[src/rtl/video_frame_writer_pkg.sv]
// Shared video-stream definitions for the frame writer: pixel coordinate
// widths and the frame-coordinate record carried alongside each pixel on
// the video daisy chain.
package video_frame_writer_pkg;

    localparam int H_SIZE  = 10;
    localparam int V_SIZE  = 10;
    localparam int AVM_DW  = 16;

    typedef struct packed {
        logic [H_SIZE-1:0] hc;
        logic [V_SIZE-1:0] vc;
        logic              frame_start;
    } vga_fc_t;

endpackage

[src/rtl/video_frame_writer.sv]
// Memory-side consumer of the video stream. Each visible pixel is written
// to frame-buffer word vc*H_DISPLAY+hc through an Avalon-MM style master.
// The write request registers are the only pixel storage: a new pixel is
// only accepted when the pending write is absent or completing this cycle.
module video_frame_writer
    import video_frame_writer_pkg::*;
#(
    parameter int RGB_SIZE  = 12,
    parameter int H_DISPLAY = 640,
    parameter int V_DISPLAY = 480,
    parameter int AW        = 19
) (
    input  logic                clk,
    input  logic                rst,
    input  logic                snk_vld,
    output logic                snk_rdy,
    input  vga_fc_t             snk_fc,
    input  logic [RGB_SIZE-1:0] snk_rgb,
    input  logic                ctrl_enable,
    output logic [AW-1:0]       avm_address,
    output logic                avm_write,
    output logic [AVM_DW-1:0]   avm_writedata,
    input  logic                avm_waitrequest,
    output logic                frame_done,
    output logic                busy
);

    typedef enum logic [1:0] {
        ST_IDLE,
        ST_SYNC,
        ST_WRITE
    } state_t;

    state_t      r_state;
    logic        r_last;

    logic        w_accept;
    logic        w_visible;
    logic        w_isLast;
    logic        w_done;
    logic        w_frameDone;
    logic        w_stop;
    logic        w_load;
    logic [31:0] w_addrFull;

    // A write finishes when the request is up and memory is not stalling.
    assign w_done      = avm_write && !avm_waitrequest;
    assign w_frameDone = w_done && r_last;
    assign w_stop      = w_frameDone && !ctrl_enable;

    // Outside WRITE every pixel is taken and dropped; in WRITE a pixel is
    // only taken when the output register is free or draining this cycle.
    assign snk_rdy  = (r_state == ST_WRITE) ? (!avm_write || !avm_waitrequest) : 1'b1;
    assign w_accept = snk_vld && snk_rdy;

    assign w_visible  = (32'(snk_fc.hc) < 32'(H_DISPLAY)) && (32'(snk_fc.vc) < 32'(V_DISPLAY));
    assign w_isLast   = (32'(snk_fc.hc) == 32'(H_DISPLAY - 1)) && (32'(snk_fc.vc) == 32'(V_DISPLAY - 1));
    assign w_addrFull = 32'(snk_fc.vc) * 32'(H_DISPLAY) + 32'(snk_fc.hc);

    // SYNC starts writing at the frame_start pixel; in WRITE every visible
    // pixel is written except one arriving as a disabled frame finishes.
    assign w_load = w_accept && w_visible &&
                    (((r_state == ST_SYNC) && ctrl_enable && snk_fc.frame_start) ||
                     ((r_state == ST_WRITE) && !w_stop));

    assign frame_done = w_frameDone;
    assign busy       = (r_state != ST_IDLE) || avm_write;

    // Capture FSM plus the write-request output register.
    always_ff @(posedge clk or posedge rst) begin
        if (rst) begin
            r_state       <= ST_IDLE;
            r_last        <= 1'b0;
            avm_write     <= 1'b0;
            avm_address   <= '0;
            avm_writedata <= '0;
        end else begin
            if (w_load) begin
                avm_write     <= 1'b1;
                avm_address   <= w_addrFull[AW-1:0];
                avm_writedata <= AVM_DW'(snk_rgb);
                r_last        <= w_isLast;
            end else if (w_done) begin
                avm_write <= 1'b0;
                r_last    <= 1'b0;
            end

            case (r_state)
                ST_IDLE: begin
                    if (ctrl_enable) begin
                        r_state <= ST_SYNC;
                    end
                end
                ST_SYNC: begin
                    if (!ctrl_enable) begin
                        r_state <= ST_IDLE;
                    end else if (w_accept && snk_fc.frame_start) begin
                        r_state <= ST_WRITE;
                    end
                end
                ST_WRITE: begin
                    if (w_stop) begin
                        r_state <= ST_IDLE;
                    end
                end
                default: begin
                    r_state <= ST_IDLE;
                end
            endcase
        end
    end

endmodule

[config.mk]
export PLATFORM = sky130hd
export DESIGN_NAME = video_frame_writer
export DESIGN_NICKNAME = d
export VERILOG_FILES = /design/src/rtl/video_frame_writer_pkg.sv /design/src/rtl/video_frame_writer.sv
export SDC_FILE = /design/constraint.sdc
export NUM_CORES = 1
export LEC_CHECK = 0
export CAP_MARGIN = 20
export CORE_UTILIZATION = 31
export CTS_BUF_LIST = sky130_fd_sc_hd__clkbuf_2
export DETAILED_ROUTE_END_ITERATION = 10
export GPL_TIMING_DRIVEN = 0
export MAX_ROUTING_LAYER = met4
export PLACE_DENSITY_LB_ADDON = 0.15
export SLEW_MARGIN = 20
export SYNTH_ARGS = -nofsm -noshare
export SYNTH_HDL_FRONTEND = slang
export SYNTH_SLANG_ARGS = --single-unit
export TNS_END_PERCENT = 20
[constraint.sdc]
create_clock -name clk -period 2.6 [get_ports clk]
set_input_delay 0.52 -clock clk [delete_from_list [all_inputs] [get_ports clk]]
set_output_delay 0.52 -clock clk [all_outputs]
set_load 0.01 [all_outputs]
Word level (Yosys, flattened, before mapping):

Cells that the tools add are included.

* $add $sub $neg: 1
* $mul: 1
* div/mod/pow operators: 0
* order comparisons: 2
* eq/ne operators: 7
* shifts and indexed selects: 0
* mux-type cells: 9
* bitwise logic cells: 0
* reductions and logical operators: 23

Operator list (number)
* 19-bit by 10-bit adder with 19-bit output: 1
* 1-bit logical AND: 12
* 10-bit by 3-bit multiplier with 12-bit output (second input constant): 1
* 10-bit == test (second input constant): 1
* 10-bit by 9-bit == test with 1-bit output (second input constant): 1
* 10-bit < comparator (second input constant): 1
* 10-bit by 9-bit < comparator with 1-bit output (second input constant): 1
* 2-bit 2-to-1 mux: 4
* 2-bit one-hot mux with 3 select lines: 1
* 1-bit zero test: 4
* 1-bit 2-to-1 mux: 4
* 2-bit != test (second input constant): 2
* 2-bit nonzero test: 2
* 1-bit logical OR: 3
* 3-bit by 2-bit != test with 1-bit output (second input constant): 1
* 3-bit AND reduction: 1
* 2-bit by 1-bit == test with 1-bit output (second input constant): 1
* 2-bit == test (second input constant): 1
* 2-bit zero test: 1

* register bits: 35
* bits in latches: 0
* RAM bits: 0
* bits in read-only memories: 0
* input bits: 38
* output and inout port bits: 39
* word-level logic and storage cells: 48
* memories: 0

Depth between registers and ports, before layout:

* depth after elaboration: 9
* gate-level depth with buffers: 9
* gate-level depth less buffers: 9

Worst setup path after synthesis:

OpenSTA, ideal clock, no wires.

* path type: in2reg
* from: in snk_fc[2] in the netlist's numbering
* to: reg avm_address[18]
* library setup time: 0.082 ns
* data arrival time: 3.090 ns
* data required time: 2.518 ns
* path slack: -0.572 ns
* stages on the path: 9
* path buffers: 0
* path through: ha_1 -> ha_1 -> fa_1 -> o211a_1 -> o21a_1 -> nand2_4 -> or4_4 -> or4_1 -> a31oi_1

* cells in the longest elaborated chain, start to end: 4
* elaborated cells between the ends (all ways): 6
* classes of those cells: add/sub: 1; mul: 1; order compare: 1; reduce/logical: 3

RTL lines
* start: declaration: RTL line video_frame_writer.sv:17 `input vga_fc_t snk_fc,`
* parallel branches: the longest is 4 deep, another holds 19-bit by 10-bit adder with 19-bit output
* end signal: assignment: RTL line video_frame_writer.sv:80 `avm_address <= w_addrFull[AW-1:0];`
* end: declaration: RTL line video_frame_writer.sv:20 `output logic [AW-1:0] avm_address,`

Several ways; the timed one is not identified.
A chain may end at the register's enable or synchronous reset.

Worst setup path in the final report:

* from: in snk_fc[4] in the netlist's numbering
* to: reg avm_address[18]

Same word-level chain as after synthesis.

==> results.json <==
{
  "timing.rr.start": "avm_write",
  "grt_pass1_wl_mm": 8.54,
  "netlist.area_leader.share_pct": 40.1,
  "antenna_found_initial": 0,
  "ir_drop_v": 0.000191,
  "vias": 1828,
  "antenna_cells": 0,
  "ys_types": 49,
  "hold_end": "r_last",
  "synthTopCellsByArea": "dfrtp_1 40%, ha_1 11%, mux2_1 7.2%, mux2_2 3.6%, nand2_1 2.4%",
  "crit_fanout": 2,
  "critPathCaptureType": "flop",
  "cap_violations": 0,
  "cts_made_buffers": 5,
  "start_util_pct": 32.2,
  "die_w_um": 85.9,
  "coreArea_mm2": 0.00679,
  "rrSetupSlack_ps": 560,
  "drive_gt1_share_pct": 20.5,
  "clockBufferDepth": 2,
  "skew_ps": 5.78,
  "dieHeight_um": 85.9,
  "grt_start_max_net_pins": 36,
  "power.leakage_nw": 1.43,
  "clkLatencyLatePin_ps": 380,
  "synth_edf_count": 0,
  "layout_commonest_cell": "clkdlybuf4s50_1",
  "period_share_pct": 101,
  "num_rows": 30,
  "cts_root_buf": "clkbuf_2",
  "htree_num_levels": 2,
  "syn_to_final_growth_pct": 50.4,
  "grt_pass1_vias": 1726,
  "rsz0062_at_grt": "yes",
  "clock_sinks": 35,
  "yosys.area.top_type": "dfrtp_1",
  "hp-start": "snk_fc[2]",
  "ant_nets": 0,
  "outcome": "finished with violations",
  "cp_cell_sequence": "buf_8 > ha_4 > ha_4 > fa_2 > o211a_1 > o21a_1 > nand2_4 > or4_4 > or4_1 > a31oi_1",
  "yosys_warnings": 0,
  "slew_headroom_pct": 50.3,
  "crit_type": "in -> reg",
  "finalSetupTns_ps": -33.1,
  "synth_seq_cells": 35,
  "globalRouteOverflowTotal": 0,
  "final_hold_viol_count": 0,
  "drtIter0Drc": 47,
  "cts.reportedPaths.clkPinSlew_ps": 190,
  "syn-instance-count": 202,
  "setup-violations-final": 1,
  "violations": "negative setup slack",
  "hold_depth": 5,
  "ys_seq_area_share_pct": 40.1,
  "dieArea_mm2": 0.00739,
  "dp_hpwl_mm": 4.16,
  "max_freq_mhz": 380,
  "syn_area_per_cell_um2": 10.8,
  "worstRegToRegCells": 6,
  "worstMarginPinSlew_ps": 744,
  "setup_slack_ps": -33.1,
  "grt_use_total_pct": 15.6,
  "gp_congestion": 0.827,
  "ys.flop_type": "dfrtp_1",
  "powerDensity_mw_per_mm2": 648,
  "crit_top_cell": "ha_4",
  "synthArstFlopShare_pct": 100,
  "start_kind": "input port",
  "netlist_area_mm2": 0.00218,
  "period_needed_ps": 2630,
  "io_buffers": 72,
  "dpl_worst_slack_ps": -1200,
  "viasPerCell": 4.71,
  "slowest_stage": "fa_2",
  "dr.pass1.iters": 4,
  "cpPeakStageDelay_ps": 540,
  "final_cell_mix": "62 x clkdlybuf4s50_1, 35 x dfrtp_1, 14 x nand2_1, 14 x mux2_1",
  "critPathRequiredTime_ps": 2930,
  "nets": 350,
  "hold_slack_ps": 506,
  "routed_wl_mm": 5.30,
  "hold_class": "in -> reg",
  "fillers": 655,
  "io_pins": 77,
  "cts_tree": "yes",
  "crit_arrival_ps": 2960,
  "avgRoutedWirePerCell_um": 13.7,
  "r2r-end": "avm_address[7]",
  "drc": 0,
  "slew_viol_final": 0,
  "final_util_pct": 48.4
}
## synth_stat cells (2+ instances only)
cell type and n:
or4_1 2, nor2_1 5, nand2b_1 2, xor2_1 6, fa_1 2, a211oi_1 2
ha_1 19, nand2_1 14, o31ai_1 3, xnor2_1 6, o21a_1 3, buf_4 4
inv_1 8, o21ai_1 8, nor3_1 2, a21o_1 3, or3_1 4, nand3_1 5
o21ai_0 8, mux2_1 14, dfrtp_1 35, nand4_1 3, mux2_2 7, nor4_1 3
a21oi_1 4, a31oi_1 2, nor2b_1 3, nand3_2 2, clkbuf_1 3
## state kept, by name, summed over array words and instances (netlist names)
| name | cells |
|---|---|
| avm_address | 19 |
| avm_writedata | 12 |
| r_state | 2 |
| avm_write | 1 |
| r_last | 1 |
## worst max-delay path by stage
| stage | from | to |
|---|---|---|
| final | snk_fc[4] | avm_address[18] |
| after global routing | snk_fc[4] | avm_address[18] |
| after CTS | snk_fc[4] | avm_address[18] |
| after detailed placement | snk_fc[2] | avm_address[18] |
| after global placement | snk_fc[2] | avm_address[18] |
| after floorplan | snk_fc[2] | avm_address[18] |
## kinds of logic after synthesis
family,synth area share (%)
adders and majority gates,12.7
muxes,10.8
xor gates and xnor gates,5.56
AOI/OAI and AO/OA,13.5
buffers and inverters,3.78
and+or+nand+nor,13.3
DFF,40.1
other,0.172
## layer usage
metal | part of all wire (%) | GRT usage, % | vias to the layer above | routed length [um]
met5 | 0 | - | - | 0
met4 | 1.6 | 5.45 | 0 | 85
met3 | 5.0 | 2.89 | 8 | 267
met2 | 48 | 24.8 | 49 | 2520
met1 | 46 | 20.0 | 856 | 2430
li1 | - | - | 915 | -
## critical path: cells and delay by family
family / cells / cell delay [ps]
AOI/OAI and AO/OA: 3 / 450
adders and majority gates: 3 / 940
buffers and inverters: 1 / 100
and+or+nand+nor: 3 / 940
## layout make-up
type / count / area [um2] / share of cell area (%)
Clock buffer: 6 / 30.0 / 0.914
Tap cell: 96 / 120 / 3.66
Inverter: 8 / 30.0 / 0.914
Buffer: 8 / 53.8 / 1.64
Timing Repair Buffer: 79 / 766 / 23.3
Sequential cell: 35 / 876 / 26.7
Multi-Input combinational cell: 154 / 1400 / 42.5
Clock inverter: 2 / 12.5 / 0.381
## timing repair
item / 4_1_cts / 5_1_grt
pin swaps: 11 / 6
resized for setup: 43 / 6
buffers inserted: 7 / 0
endpoints found under the setup margin: 6 / 13
hold buffers: 0 / 0
## power by group
| group | total, W | internal [W] | leakage [nW] | switching (W) |
|---|---|---|---|---|
| clock | 0.000262 | 0.0000686 | 0.0290 | 0.000194 |
| combinational | 0.00105 | 0.000618 | 0.956 | 0.000428 |
| sequential | 0.000820 | 0.000731 | 0.443 | 0.0000888 |
| total | 0.00213 | 0.00142 | 1.43 | 0.000711 |
## through the flow
stage	cells	cell area, um2	total power (W)
2_1_floorplan	205	2220	0.00130
3_3_place_gp	373	3060	0.00182
3_5_place_dp	373	3060	0.00184
4_1_cts	388	3260	0.00215
5_1_grt	388	3290	0.00227
6_report	388	3290	0.00213
No activity file was read; power rests on OpenSTA's default activity.
